===== src/rtl/instruction_decoder.sv =====
// -----------------------------------------------------------------------------
// instruction_decoder
//
// Registered decode stage of the 16-bit mini MIPS datapath. It sits between the
// instruction memory fetch and the register file / ALU. Each valid instruction
// word is split into its fixed bit fields. The stage also produces:
//   - the sign-extended immediate,
//   - the destination register index,
//   - the main control flags.
// All of these appear one cycle after the capture edge.
//
// Ports
//   clk          rising-edge clock
//   reset        synchronous, active-high; clears every output including out_valid
//   in_valid     instruction is valid this cycle
//   instruction  raw 16-bit instruction word
//   out_valid    decoded outputs are valid
//   opcode       instruction[15:12]
//   rs           instruction[11:9]
//   rt           instruction[8:6]
//   rd           instruction[5:3]
//   func         instruction[2:0]
//   imm          instruction[5:0]
//   imm_ext      imm sign-extended to 16 bits
//   write_reg    destination register (rd for R-type, rt otherwise)
//   is_rtype     opcode == 0000
//   reg_write    instruction writes the register file
//   alu_src      ALU B operand is imm_ext
//   mem_read     load
//   mem_write    store
//   branch_eq    beq
//   branch_ne    bne
//   illegal      opcode outside the defined map (1001..1111)
// -----------------------------------------------------------------------------
module instruction_decoder (
   input  logic        clk,
   input  logic        reset,
   input  logic        in_valid,
   input  logic [15:0] instruction,
   output logic        out_valid,
   output logic [3:0]  opcode,
   output logic [2:0]  rs,
   output logic [2:0]  rt,
   output logic [2:0]  rd,
   output logic [2:0]  func,
   output logic [5:0]  imm,
   output logic [15:0] imm_ext,
   output logic [2:0]  write_reg,
   output logic        is_rtype,
   output logic        reg_write,
   output logic        alu_src,
   output logic        mem_read,
   output logic        mem_write,
   output logic        branch_eq,
   output logic        branch_ne,
   output logic        illegal
);

   localparam logic [3:0] OP_RTYPE = 4'b0000;
   localparam logic [3:0] OP_ADDI  = 4'b0001;
   localparam logic [3:0] OP_ANDI  = 4'b0010;
   localparam logic [3:0] OP_ORI   = 4'b0011;
   localparam logic [3:0] OP_SLTI  = 4'b0100;
   localparam logic [3:0] OP_LW    = 4'b0101;
   localparam logic [3:0] OP_SW    = 4'b0110;
   localparam logic [3:0] OP_BEQ   = 4'b0111;
   localparam logic [3:0] OP_BNE   = 4'b1000;

   typedef struct packed {
      logic is_rtype;
      logic reg_write;
      logic alu_src;
      logic mem_read;
      logic mem_write;
      logic branch_eq;
      logic branch_ne;
      logic illegal;
   } ctrl_t;

   // Control flags from the opcode alone. Any opcode outside the map raises
   // only the illegal flag, so a bad word can never write state.
   function automatic ctrl_t decode_ctrl(input logic [3:0] op);
      ctrl_t c;
      c = '0;
      case (op)
         OP_RTYPE: begin
            c.is_rtype  = 1'b1;
            c.reg_write = 1'b1;
         end
         OP_ADDI, OP_ANDI, OP_ORI, OP_SLTI: begin
            c.reg_write = 1'b1;
            c.alu_src   = 1'b1;
         end
         OP_LW: begin
            c.reg_write = 1'b1;
            c.alu_src   = 1'b1;
            c.mem_read  = 1'b1;
         end
         OP_SW: begin
            c.alu_src   = 1'b1;
            c.mem_write = 1'b1;
         end
         OP_BEQ:  c.branch_eq = 1'b1;
         OP_BNE:  c.branch_ne = 1'b1;
         default: c.illegal   = 1'b1;
      endcase
      return c;
   endfunction

   function automatic logic signed [15:0] sign_ext_imm(input logic signed [5:0] im);
      return {{10{im[5]}}, im};
   endfunction

   // ---- stage p0: combinational decode of the incoming word ----
   logic [3:0]         opcode_p0;
   logic [2:0]         rs_p0;
   logic [2:0]         rt_p0;
   logic [2:0]         rd_p0;
   logic [2:0]         func_p0;
   logic signed [5:0]  imm_p0;
   logic signed [15:0] imm_ext_p0;
   logic [2:0]         write_reg_p0;
   ctrl_t              ctrl_p0;

   always_comb begin
      opcode_p0    = instruction[15:12];
      rs_p0        = instruction[11:9];
      rt_p0        = instruction[8:6];
      rd_p0        = instruction[5:3];
      func_p0      = instruction[2:0];
      imm_p0       = instruction[5:0];
      imm_ext_p0   = sign_ext_imm(imm_p0);
      ctrl_p0      = decode_ctrl(opcode_p0);
      write_reg_p0 = ctrl_p0.is_rtype ? rd_p0 : rt_p0;
   end

   // ---- stage p1: output registers ----
   // Reset clears data as well as valid because downstream logic sees the
   // outputs directly. Idle cycles drop only the valid flag and hold the last decode.
   logic               vld_p1;
   logic [3:0]         opcode_p1;
   logic [2:0]         rs_p1;
   logic [2:0]         rt_p1;
   logic [2:0]         rd_p1;
   logic [2:0]         func_p1;
   logic signed [5:0]  imm_p1;
   logic signed [15:0] imm_ext_p1;
   logic [2:0]         write_reg_p1;
   ctrl_t              ctrl_p1;

   always_ff @(posedge clk) begin
      if (reset) begin
         vld_p1       <= 1'b0;
         opcode_p1    <= '0;
         rs_p1        <= '0;
         rt_p1        <= '0;
         rd_p1        <= '0;
         func_p1      <= '0;
         imm_p1       <= '0;
         imm_ext_p1   <= '0;
         write_reg_p1 <= '0;
         ctrl_p1      <= '0;
      end else begin
         vld_p1 <= in_valid;
         if (in_valid) begin
            opcode_p1    <= opcode_p0;
            rs_p1        <= rs_p0;
            rt_p1        <= rt_p0;
            rd_p1        <= rd_p0;
            func_p1      <= func_p0;
            imm_p1       <= imm_p0;
            imm_ext_p1   <= imm_ext_p0;
            write_reg_p1 <= write_reg_p0;
            ctrl_p1      <= ctrl_p0;
         end
      end
   end

   assign out_valid = vld_p1;
   assign opcode    = opcode_p1;
   assign rs        = rs_p1;
   assign rt        = rt_p1;
   assign rd        = rd_p1;
   assign func      = func_p1;
   assign imm       = imm_p1;
   assign imm_ext   = imm_ext_p1;
   assign write_reg = write_reg_p1;
   assign is_rtype  = ctrl_p1.is_rtype;
   assign reg_write = ctrl_p1.reg_write;
   assign alu_src   = ctrl_p1.alu_src;
   assign mem_read  = ctrl_p1.mem_read;
   assign mem_write = ctrl_p1.mem_write;
   assign branch_eq = ctrl_p1.branch_eq;
   assign branch_ne = ctrl_p1.branch_ne;
   assign illegal   = ctrl_p1.illegal;

endmodule


===== config.mk =====
export PLATFORM = sky130hd
export DESIGN_NAME = instruction_decoder
export DESIGN_NICKNAME = d
export VERILOG_FILES = /design/src/rtl/instruction_decoder.sv
export SDC_FILE = /design/constraint.sdc
export NUM_CORES = 1
export LEC_CHECK = 0
export BUFFER_PORTS_ARGS = -buffer_cell sky130_fd_sc_hd__buf_2
export CORE_MARGIN = 5
export CORE_UTILIZATION = 39
export DETAILED_ROUTE_END_ITERATION = 10
export MAX_ROUTING_LAYER = met4
export PLACE_DENSITY_LB_ADDON = 0.15
export SETUP_SLACK_MARGIN = 0.5
export SYNTH_ARGS = -nofsm -noshare
export SYNTH_HDL_FRONTEND = slang
export SYNTH_SLANG_ARGS = --single-unit

===== constraint.sdc =====
create_clock -name clk -period 0.9 [get_ports clk]
set_input_delay 0.045 -clock clk [delete_from_list [all_inputs] [get_ports clk]]
set_output_delay 0.045 -clock clk [all_outputs]
set_load 0.01 [all_outputs]

* Word level (Yosys, flattened, before mapping) *
Index checks and enable logic that the tools add are counted.

word-level totals
  register bits after elaboration = 40
  bits in latches = 0
  bits in writable memories = 0
  memory bits (read-only) = 0
  input port bits = 19
  word-level logic and storage cells = 38
  memories kept = 0

operators by class
  add/subtract/negate cells = 0
  $mul = 0
  div/mod/pow operators = 0
  $lt $le $gt $ge = 0
  eq/ne operators = 8
  shift operators = 0
  muxes and demuxes = 9
  bitwise gates (word level) = 0
  reductions and logical operators = 4

operators with widths
  cell                                                 count
  equality test 4 x 3 -> 1 bit, second input constant  4
  OR reduction 6 bit                                   2
  OR reduction 9 bit                                   1
  equality test 4 x 2 -> 1 bit, second input constant  2
  2-to-1 mux 1 bit                                     8
  equality test 4 x 1 -> 1 bit, second input constant  1
  equality test 4 bit, second input constant           1
  zero test 4 bit                                      1
  2-to-1 mux 3 bit                                     1

* Depth between registers and ports, before layout *
Gate-level depths: netlist of the first run.

  depth in word-level cells = 3
  depth in mapped cells = 4
  depth with buffers taken out = 3

* Worst setup path before layout of the first run *
OpenSTA, ideal clock, no wires.

  path type = input to register
  start = input instruction[15]
  end = register write_reg_p1[0], in the netlist write_reg[0]
  setup time = 133 ps
  arrival = 765 ps
  path slack = 2 ps
  cell stages on the path = 4
  buffers on the path = 1
  cells stage by stage = clkbuf_1 nor4_4 mux2i_1 a211oi_1

on the way
  cells in the longest elaborated chain, start to end = 3

ends and longest elaborated chain
  element                 RTL line  source
  start: declaration      39        input logic [15:0] instruction,
  zero test 4 bit         85        case (op)
  2-to-1 mux 1 bit        85
  2-to-1 mux 3 bit        134       write_reg_p0 = ctrl_p0.is_rtype ? rd_p0 : rt_p0;
  end signal: assignment  173       write_reg_p1 <= write_reg_p0;
  end: declaration        148       logic [2:0] write_reg_p1;

No other way between the ends.
A chain may end at the register's enable or synchronous reset.

==> flow_metrics.env, run 1 <==
export IMPL_die_w_um=66.4
export IMPL_grt_pass1_wl_mm=4.83
export IMPL_drc=0
export IMPL_wl_per_cell_um=13.3
export IMPL_violations="hold timing, setup timing"
export IMPL_cap_violations=0
export IMPL_postSynthAreaPerCell_um2=9.77
export IMPL_grt_use_total_pct=14.6
export IMPL_slew_viol_final=0
export IMPL_r2r_end="alu_src"
export IMPL_status="finished with violations"
export IMPL_grt_pass1_vias=1057
export IMPL_post_route_period_util_pct=105
export IMPL_ir_worst_vdd_mv=0.844
export IMPL_area_growth_pct=56.5
export IMPL_ys_ff_latch=28
export IMPL_numCtsBuffers=3
export IMPL_ys_types=19
export IMPL_min_delay_start="instruction[2]"
export IMPL_max_slew_margin_pct=80.4
export IMPL_yosysWarnings=0
export IMPL_cts_sinks=28
export IMPL_hold_ws_ns=-0.0587
export IMPL_tightest_slew_ns=0.294
export IMPL_tns_ns=-0.513
export IMPL_syn_instance_count=127
export IMPL_p_per_area_nw_per_um2=1330
export IMPL_drive_above_1_share_pct=69.2
export IMPL_cp_start_kind="flip-flop"
export IMPL_cp_data_arrival_time_ns=0.90
export IMPL_p_leak_nw=0.921
export IMPL_critPathCaptureType="primary output"
export IMPL_wirelength_mm=3.01
export IMPL_reg2reg_depth=3
export IMPL_viasPerCell=4.65
export IMPL_synth_fp_nets=146
export IMPL_hold_depth=3
export IMPL_setup_slack_ns=-0.0410
export IMPL_routed_via_count=1050
export IMPL_gp_congestion=0.714
export IMPL_worstPathRequired_ns=0.85
export IMPL_ys_seq_area_share_pct=45.2
export IMPL_rows=20
export IMPL_critPathMaxFanout=14
export IMPL_largest_reg_flops=4
export IMPL_pin_count=69
export IMPL_grt_ovfl_total=0
export IMPL_syn_area_um2=1240
export IMPL_cp_slowest_cell="dfxtp_4"
export IMPL_clk_latency_ns=0.33
export IMPL_instances_no_fill=226
export IMPL_min_period_ns=0.941
export IMPL_fp_dieH_um=66.4
export IMPL_clk_path_buf_depth=2
export IMPL_clk_pin_slew_ns=0.14
export IMPL_diodes=0
export IMPL_fin_nets=202
export IMPL_core_area_um2=3050
export IMPL_htree_num_levels=1
export IMPL_rr_startpoint="alu_src"
export IMPL_criticalPathCategory="flip-flop to primary output"
export IMPL_fmax_mhz=1060
export IMPL_detail_route_antenna_nets=0
export IMPL_cts_root_buf="clkbuf_4"
export IMPL_rsz0062_at_grt="yes"
export IMPL_grt_max_degree=19
export IMPL_dpl_cell_count=219
export IMPL_reg2reg_slack_ns=0.12
export IMPL_cts_tree="done"
export IMPL_dieArea_um2=4410
export IMPL_holdPathEnd="imm_ext[2]"
export IMPL_path_delay_family="flip-flops"
export IMPL_dpl_hpwl_mm=2.16
export IMPL_io_buffers=68
export IMPL_start_util_pct=40.7
export IMPL_antenna_found_initial=0
export IMPL_finClkSkew_ns=0
export IMPL_crit_buf_inv=1
export IMPL_path_cells="buf_2"
export IMPL_hold_path_class="input port to flip-flop"
export IMPL_drt_initial_drc_count=35
export IMPL_setup_viol=13
export IMPL_max_stage_delay_ns=0.43
export IMPL_final_hold_viol_count=11
export IMPL_drt_first_pass_iters=3
export IMPL_final_core_util_pct=63.6
==> layout make-up <==
| class | count | area (µm²) |
|---|---|---|
| sequential | 28 | 609 |
| tap | 44 | 55.1 |
| fill | 263 | 1110 |
| timing repair buffer | 81 | 707 |
| inverter | 1 | 3.75 |
| multi-input combinational | 68 | 531 |
| clock buffer | 4 | 36.3 |
==> cell usage after synthesis, drive strengths merged <==
cell type	count	area (µm²)
dfxtp	28	561
buf	25	180
nor2	24	90.1
mux2i	23	230
clkbuf	5	18.8
a21oi	4	20.0
a211oi	3	22.5
nand2b	3	18.8
nand3	2	10.0
nand3b	2	15.0
and4b	1	11.3
and4bb	1	12.5
inv	1	3.75
nand4	1	6.26
nor2b	1	6.26
nor3	1	5.00
nor4	1	21.3
o32ai	1	8.76
==> logic make-up (layout without fill, tap and decap cells) <==
| family | after synthesis | in the layout | share of synthesized area, % |
|---|---|---|---|
| buffers and inverters | 31 | 86 | 16.3 |
| AOI/OAI and AO/OA | 8 | 8 | 4.13 |
| and+or+nand+nor | 37 | 37 | 15.8 |
| muxes | 23 | 23 | 18.5 |
| DFF | 28 | 28 | 45.2 |
==> how the worst max path moves through the flow <==
stage	startpoint	end	slack (ns)	cells after the start
after floorplan	instruction[15]	write_reg[0]	0.07	4
after global placement	instruction[12]	write_reg[0]	-0.1	5
after detailed placement	instruction[12]	write_reg[1]	-0.13	5
after CTS	imm_ext[5]	rd[2]	-0.06	1
after global routing	imm_ext[5]	imm_ext[7]	-0.1	1
final	imm_ext[5]	rd[2]	-0.04	1
==> per-layer routing <==
metal	global-route usage (%)	wire length, µm	part of all wire, %
met5	-	0	0
met4	6.09	34	1.1
met3	3.40	220	7.3
met2	25.2	1560	52
met1	16.1	1190	40
==> cells in the final DEF (no fill, tap or decap) <==
| cell | synthesis | routed |
|---|---|---|
| o32ai_2 | 0 | 1 |
| nand2b_1 | 3 | 2 |
| nor4_4 | 1 | 1 |
| buf_2 | 3 | 30 |
| buf_4 | 22 | 9 |
| dfxtp_1 | 28 | 1 |
| nor2b_1 | 1 | 1 |
| nor2_1 | 24 | 23 |
| and4bb_2 | 1 | 1 |
| and4b_2 | 1 | 1 |
| clkbuf_4 | 0 | 3 |
| buf_8 | 0 | 2 |
| a211oi_2 | 0 | 2 |
| a211oi_1 | 3 | 1 |
| nand3b_1 | 2 | 2 |
| buf_12 | 0 | 1 |
| nor2_4 | 0 | 1 |
| a21oi_2 | 0 | 2 |
| a21oi_1 | 4 | 2 |
| mux2i_2 | 0 | 2 |
| dfxtp_2 | 0 | 21 |
| mux2i_1 | 23 | 21 |
| dfxtp_4 | 0 | 6 |
| nand2b_4 | 0 | 1 |
| clkbuf_8 | 0 | 1 |
| nand4_1 | 1 | 1 |
| buf_6 | 0 | 39 |
| nand3_1 | 2 | 2 |
| nor3_2 | 0 | 1 |
| inv_2 | 0 | 1 |
==> stage by stage <==
stage	worst slack [ns]	hold WS (ns)	power, mW	cell area (µm²)
global route	-0.0979	-0.0600	2.70	1940
detailed placement	-0.128	0.286	1.82	1560
floorplan	0.0698	0.191	1.74	1430
CTS	-0.0600	-0.0644	2.58	1860
finish	-0.0410	-0.0587	2.58	1940
global placement	-0.0979	0.277	1.82	1560
==> report_power, final <==
| group | internal [mW] | leakage [nW] | switching [mW] |
|---|---|---|---|
| sequential | 1.31 | 0.242 | 0.0611 |
| clock | 0.248 | 0.0210 | 0.367 |
| combinational | 0.342 | 0.657 | 0.258 |
==> repair_timing <==
action / 4_1_cts / 5_1_grt
endpoints found under the hold margin: 12 / 10
buffers inserted: 0 / 3
gates resized for setup: 60 / 13
pin swaps: 5 / 5
setup endpoints to repair: 77 / 77
==> worst reg2reg max path, delay by kind of cell, from the launching register on <==
family / cells / cell delay, ns
compound gates: 1 / 0.22
buf+inv: 2 / 0.11
flops: 1 / 0.37
No activity file was read; power rests on OpenSTA's default activity.
==> inputs of run 2 (changes only) <==
--- a/config.mk
+++ b/config.mk
@@ -5,9 +5,10 @@
 export SDC_FILE = /design/constraint.sdc
 export NUM_CORES = 1
 export LEC_CHECK = 0
+export ABC_AREA = 1
 export BUFFER_PORTS_ARGS = -buffer_cell sky130_fd_sc_hd__buf_2
 export CORE_MARGIN = 5
-export CORE_UTILIZATION = 39
+export CORE_UTILIZATION = 43
 export DETAILED_ROUTE_END_ITERATION = 10
 export MAX_ROUTING_LAYER = met4
 export PLACE_DENSITY_LB_ADDON = 0.15
==> constraint.sdc (replaced) <==
create_clock -name clk -period 1 [get_ports clk]
set_input_delay 0.05 -clock clk [delete_from_list [all_inputs] [get_ports clk]]
set_output_delay 0.05 -clock clk [all_outputs]
set_load 0.01 [all_outputs]
==> flow_metrics.env, run 2 <==
export IMPL_status="finished with violations"
export IMPL_violations="hold timing"
export IMPL_clk_latency_ns=0.31
export IMPL_htree_num_levels=1
export IMPL_synth_most_common_cell="dfxtp_1"
export IMPL_rows=19
export IMPL_grt_use_total_pct=15.1
export IMPL_diodes=0
export IMPL_postSynthAreaPerCell_um2=7.85
export IMPL_die_w_um=63.2
export IMPL_fmax_mhz=1060
export IMPL_worstPathRequired_ns=0.95
export IMPL_rsz0062_at_grt="yes"
export IMPL_synthTopCellsByArea="dfxtp_1, buf_4, a21oi_1"
export IMPL_ys_ff_latch=28
export IMPL_power_switching_mw=0.663
export IMPL_crit_buf_inv=1
export IMPL_drt_first_pass_iters=4
export IMPL_cp_data_arrival_time_ns=0.90
export IMPL_pre_cts_slack_ns=0.150
export IMPL_routed_via_count=1193
export IMPL_cap_violations=0
export IMPL_final_hold_viol_count=11
export IMPL_pwr_share_comb_pct=25.8
export IMPL_synthArstFlopShare_pct=0
export IMPL_clkPwrFrac_pct=19.9
export IMPL_path_cells="buf_2"
export IMPL_ys_seq_area_share_pct=46.1
export IMPL_clk_path_buf_depth=2
export IMPL_largest_reg_flops=4
export IMPL_grt_max_degree=20
export IMPL_seqPwrFrac_pct=54.3
export IMPL_wirelength_mm=3.30
export IMPL_post_route_period_util_pct=94.8
export IMPL_detail_route_antenna_nets=0
export IMPL_start_util_pct=44.5
export IMPL_drc=0
export IMPL_max_stage_delay_ns=0.43
export IMPL_cts_tree="done"
export IMPL_setup_viol=0
export IMPL_finClkSkew_ns=0
export IMPL_drt_initial_drc_count=49
export IMPL_grt_ovfl_total=0
export IMPL_core_area_um2=2730
export IMPL_tns_ns=0
export IMPL_synth_flop_cell="dfxtp_1"
export IMPL_final_common_cell="buf_6"
export IMPL_clk_pin_slew_ns=0.14
export IMPL_fillCellCount=214
export IMPL_syn_area_um2=1220
export IMPL_setup_slack_ns=0.0523
export IMPL_criticalPathCategory="flip-flop to primary output"
export IMPL_switching_share_pct=28.6
export IMPL_grt_pass1_vias=1113
export IMPL_cts_sinks=28
export IMPL_antenna_found_initial=0
export IMPL_numCtsBuffers=3
export IMPL_max_slew_margin_pct=60.8
export IMPL_dpl_hpwl_mm=2.24
export IMPL_synth_edff_count=0
export IMPL_p_per_area_nw_per_um2=1190
export IMPL_tightest_slew_ns=0.588
export IMPL_cp_start_kind="flip-flop"
export IMPL_yosysTopAreaCell="dfxtp_1"
export IMPL_slew_viol_final=0
export IMPL_ir_worst_vdd_mv=1.23
export IMPL_cts_root_buf="clkbuf_4"
export IMPL_hold_path_class="input port to flip-flop"
export IMPL_p_int_mw=1.66
export IMPL_yosysTopAreaCellShare_pct=46.1
export IMPL_io_buffers=68
export IMPL_ys_types=17
export IMPL_wl_per_cell_um=13.7
export IMPL_min_period_ns=0.948
export IMPL_synth_fp_nets=174
export IMPL_dieArea_um2=3990
export IMPL_fp_dieH_um=63.2
export IMPL_final_cell_mix="buf_6, buf_2, dfxtp_2"
export IMPL_cp_slowest_cell="dfxtp_4"
export IMPL_grt_pass1_wl_mm=4.91
export IMPL_gp_congestion=0.831
export IMPL_synth_common_cells="dfxtp_1, buf_4, nor2_1"
export IMPL_pin_count=69
export IMPL_p_leak_nw=0.900
export IMPL_syn_instance_count=155
export IMPL_yosysWarnings=0
export IMPL_fin_nets=229
export IMPL_critPathMaxFanout=14
export IMPL_viasPerCell=4.97
export IMPL_drive_above_1_share_pct=71.3
export IMPL_area_growth_pct=60.0
export IMPL_hold_ws_ns=-0.0505
export IMPL_critPathCaptureType="primary output"
export IMPL_path_delay_family="flip-flops"
-- run 2: path summary, 6_finish.rpt --
kind	start	cells past startpoint	endpoint	slack, ns
setup / recovery	imm_ext[5]	1	imm_ext[6]	0.05
hold / removal	instruction[0]	3	func[0]	-0.05
setup reg to reg	write_reg[2]	4	write_reg[2]	0.24
hold reg to reg	illegal	2	illegal	0.47
-- run 2: repair_timing --
item                                    in CTS  in global routing
gates cloned                                 0                  0
endpoints found under the setup margin      77                 77
pin swaps                                    0                  7
setup buffers                                1                  6
hold endpoints to repair                    12                 12
resized for setup                           60                 39
-- run 2: layout make-up --
cell class | count | area, µm² | share of cell area, %
timing repair buffer | 79 | 681 | 35.0
sequential | 28 | 611 | 31.4
clock buffer | 4 | 26.3 | 1.35
inverter | 12 | 45.0 | 2.32
tap | 31 | 38.8 | 1.99
multi-input combinational | 86 | 544 | 28.0
-- run 2: routing by layer --
layer | global-route usage [%] | part of all wire [%] | vias up | wire length [µm]
li1 | - | - | 587 | -
met1 | 18.5 | 41 | 552 | 1370
met2 | 25.1 | 50 | 52 | 1660
met3 | 2.84 | 7.8 | 2 | 258
met4 | 4.68 | 0.52 | 0 | 17
met5 | - | 0 | - | 0
-- run 2: through the flow --
stage / cells / instance area, µm² / utilization [%] / total power [mW]
global route: 240 / 1950 / 71.2 / 2.44
floorplan: 155 / 1310 / - / 1.56
global placement: 229 / 1470 / 53.6 / 1.65
CTS: 234 / 1760 / 64.3 / 2.24
finish: 240 / 1950 / 71.2 / 2.32
detailed placement: 229 / 1470 / 53.6 / 1.65
-- run 2: cell families (layout without fill, tap and decap cells) --
family / Yosys count / count (layout) / synth area share (%)
AND/OR/NAND/NOR: 53 / 53 / 18.9
buffers and inverters: 41 / 95 / 20.4
AO/OA/AOI/OAI: 33 / 33 / 14.6
flip-flops: 28 / 28 / 46.1
-- run 2: power groups by stage --
stage	logic [mW]	registers [mW]	clock network (mW)
finish	0.598	1.26	0.463
detailed placement	0.407	1.25	0
global route	0.639	1.27	0.529
floorplan	0.276	1.28	0
global placement	0.405	1.24	0
CTS	0.517	1.25	0.477
==> inputs of run 3 (changes only) <==
--- a/config.mk
+++ b/config.mk
@@ -12,7 +12,8 @@
 export DETAILED_ROUTE_END_ITERATION = 10
 export MAX_ROUTING_LAYER = met4
 export PLACE_DENSITY_LB_ADDON = 0.15
-export SETUP_SLACK_MARGIN = 0.5
+export SETUP_SLACK_MARGIN = 0.15
+export SLEW_MARGIN = 40
 export SYNTH_ARGS = -nofsm -noshare
 export SYNTH_HDL_FRONTEND = slang
 export SYNTH_SLANG_ARGS = --single-unit
==> constraint.sdc (replaced) <==
create_clock -name clk -period 0.91 [get_ports clk]
set_input_delay 0.0455 -clock clk [delete_from_list [all_inputs] [get_ports clk]]
set_output_delay 0.0455 -clock clk [all_outputs]
set_load 0.01 [all_outputs]
==> flow_metrics.env, run 3 (synthesized netlist as in run 2, its figures left out) <==
export IMPL_dieArea_um2=3990
export IMPL_routed_via_count=1172
export IMPL_r2r_end="alu_src"
export IMPL_fillCellCount=224
export IMPL_wl_per_cell_um=13.0
export IMPL_final_cell_mix="buf_6, buf_2, dfxtp_2"
export IMPL_clk_path_buf_depth=2
export IMPL_io_buffers=68
export IMPL_grt_pass1_vias=1175
export IMPL_antenna_found_initial=0
export IMPL_viasPerCell=4.74
export IMPL_holdPathEnd="opcode[0]"
export IMPL_hold_depth=3
export IMPL_critPathCaptureType="primary output"
export IMPL_start_util_pct=44.5
export IMPL_grt_pass1_wl_mm=5.60
export IMPL_cp_data_arrival_time_ns=0.89
export IMPL_min_delay_start="instruction[12]"
export IMPL_clk_pin_slew_ns=0.15
export IMPL_rr_startpoint="alu_src"
export IMPL_drt_first_pass_iters=4
export IMPL_grt_ovfl_total=0
export IMPL_crit_buf_inv=1
export IMPL_critPathMaxFanout=14
export IMPL_cap_violations=0
export IMPL_reg2reg_slack_ns=0.20
export IMPL_reg2reg_depth=3
export IMPL_p_leak_nw=0.895
export IMPL_ir_worst_vdd_mv=0.990
export IMPL_hold_path_class="input port to flip-flop"
export IMPL_fp_dieH_um=63.2
export IMPL_max_stage_delay_ns=0.43
export IMPL_detail_route_antenna_nets=0
export IMPL_fmax_mhz=1060
export IMPL_final_common_cell="buf_6"
export IMPL_cp_slowest_cell="dfxtp_4"
export IMPL_area_growth_pct=55.8
export IMPL_cts_sinks=28
export IMPL_cp_start_kind="flip-flop"
export IMPL_core_area_um2=2730
export IMPL_setup_viol=13
export IMPL_min_period_ns=0.940
export IMPL_drt_initial_drc_count=45
export IMPL_drive_above_1_share_pct=51.9
export IMPL_grt_use_total_pct=17.1
export IMPL_setup_slack_ns=-0.0303
export IMPL_rsz0062_at_grt="yes"
export IMPL_final_hold_viol_count=0
export IMPL_tightest_slew_ns=0.365
export IMPL_fin_area_um2=1890
export IMPL_violations="setup timing"
export IMPL_slew_viol_final=0
export IMPL_path_delay_family="flip-flops"
export IMPL_grt_max_degree=20
export IMPL_clk_latency_ns=0.31
export IMPL_diodes=0
export IMPL_pin_count=69
export IMPL_status="finished with violations"
export IMPL_p_per_area_nw_per_um2=1360
export IMPL_max_slew_margin_pct=75.6
export IMPL_cts_root_buf="clkbuf_4"
export IMPL_fin_nets=236
export IMPL_finClkSkew_ns=0
export IMPL_htree_num_levels=1
export IMPL_worstPathRequired_ns=0.86
export IMPL_post_route_period_util_pct=103
export IMPL_path_cells="buf_2"
export IMPL_numCtsBuffers=3
export IMPL_dpl_hpwl_mm=2.24
export IMPL_final_core_util_pct=69.3
export IMPL_drc=0
export IMPL_criticalPathCategory="flip-flop to primary output"
export IMPL_largest_reg_flops=4
export IMPL_cts_tree="done"
export IMPL_pre_cts_slack_ns=0.0948
export IMPL_die_w_um=63.2
export IMPL_placed_cell_area_um2=1440
export IMPL_wirelength_mm=3.22
export IMPL_rows=19
export IMPL_gp_congestion=0.814
run 3: cell count changes in the layout (fill, tap and decap cells not counted), moves of 7 or more:
cell,delta
dlygate4sd3_1,+13
a21oi_1,+7
o21ai_0,+13
o21ai_2,-11
nand2_2,-8
buf_6,-7
nand2_1,+9
a21oi_2,-7
run 3: worst register-to-register path, delay by kind of cell (launching register included):
| kind | cells | cell delay, ns |
|---|---|---|
| compound gates | 1 | 0.13 |
| buf+inv | 1 | 0.10 |
| flops | 1 | 0.36 |
| simple gates | 1 | 0.06 |
run 3: worst max-delay path by stage:
stage	from	to	depth (start not counted)
6_report	imm_ext[5]	imm_ext[6]	1
5_1_grt	imm_ext[5]	imm_ext[5]	1
4_1_cts	imm_ext[5]	imm_ext[8]	1
3_5_place_dp	instruction[14]	write_reg[1]	6
3_3_place_gp	instruction[14]	write_reg[1]	6
2_1_floorplan	imm_ext[5]	imm_ext[5]	2
run 3: layout make-up:
type	count	area [µm²]	share of cell area (%)
clock buffers	4	36.3	1.92
inverters	12	45.0	2.38
multi-input cells	86	412	21.7
flip-flops and latches	28	611	32.2
well taps	31	38.8	2.05
repair buffers	86	752	39.7
run 3: stage by stage:
stage          setup TNS (ns)  instances  hold WS, ns  power [mW]
6_report               -0.348        247       0.0261        2.57
3_5_place_dp                0        229        0.276        1.82
2_1_floorplan               0        155        0.180        1.68
5_1_grt                 -1.56        247      0.00982        2.73
4_1_cts                -0.590        246       0.0104        2.59
3_3_place_gp                0        229        0.270        1.81
run 3: what timing repair did:
item | in CTS | in global routing
pin swaps | 0 | 1
hold buffers | 13 | 0
endpoints found under the setup margin | 50 | 52
buffers inserted | 0 | 1
endpoints found under the hold margin | 13 | 0
gates resized for setup | 68 | 4
run 3: report_power, final:
part	internal (mW)	leakage, nW	switching [mW]
clock	0.245	0.0210	0.352
combinational	0.333	0.632	0.276
sequential	1.30	0.243	0.0656
total	1.88	0.895	0.693
run 3: routing by layer:
metal | wire length [µm] | part of all wire, % | vias up | GRT usage (%)
met1 | 1350 | 42 | 511 | 20.8
met3 | 279 | 8.7 | 4 | 4.62
met2 | 1560 | 48 | 57 | 28.5
met4 | 34 | 1.1 | 0 | 3.90
met5 | 0 | 0 | - | -
li1 | - | - | 600 | -
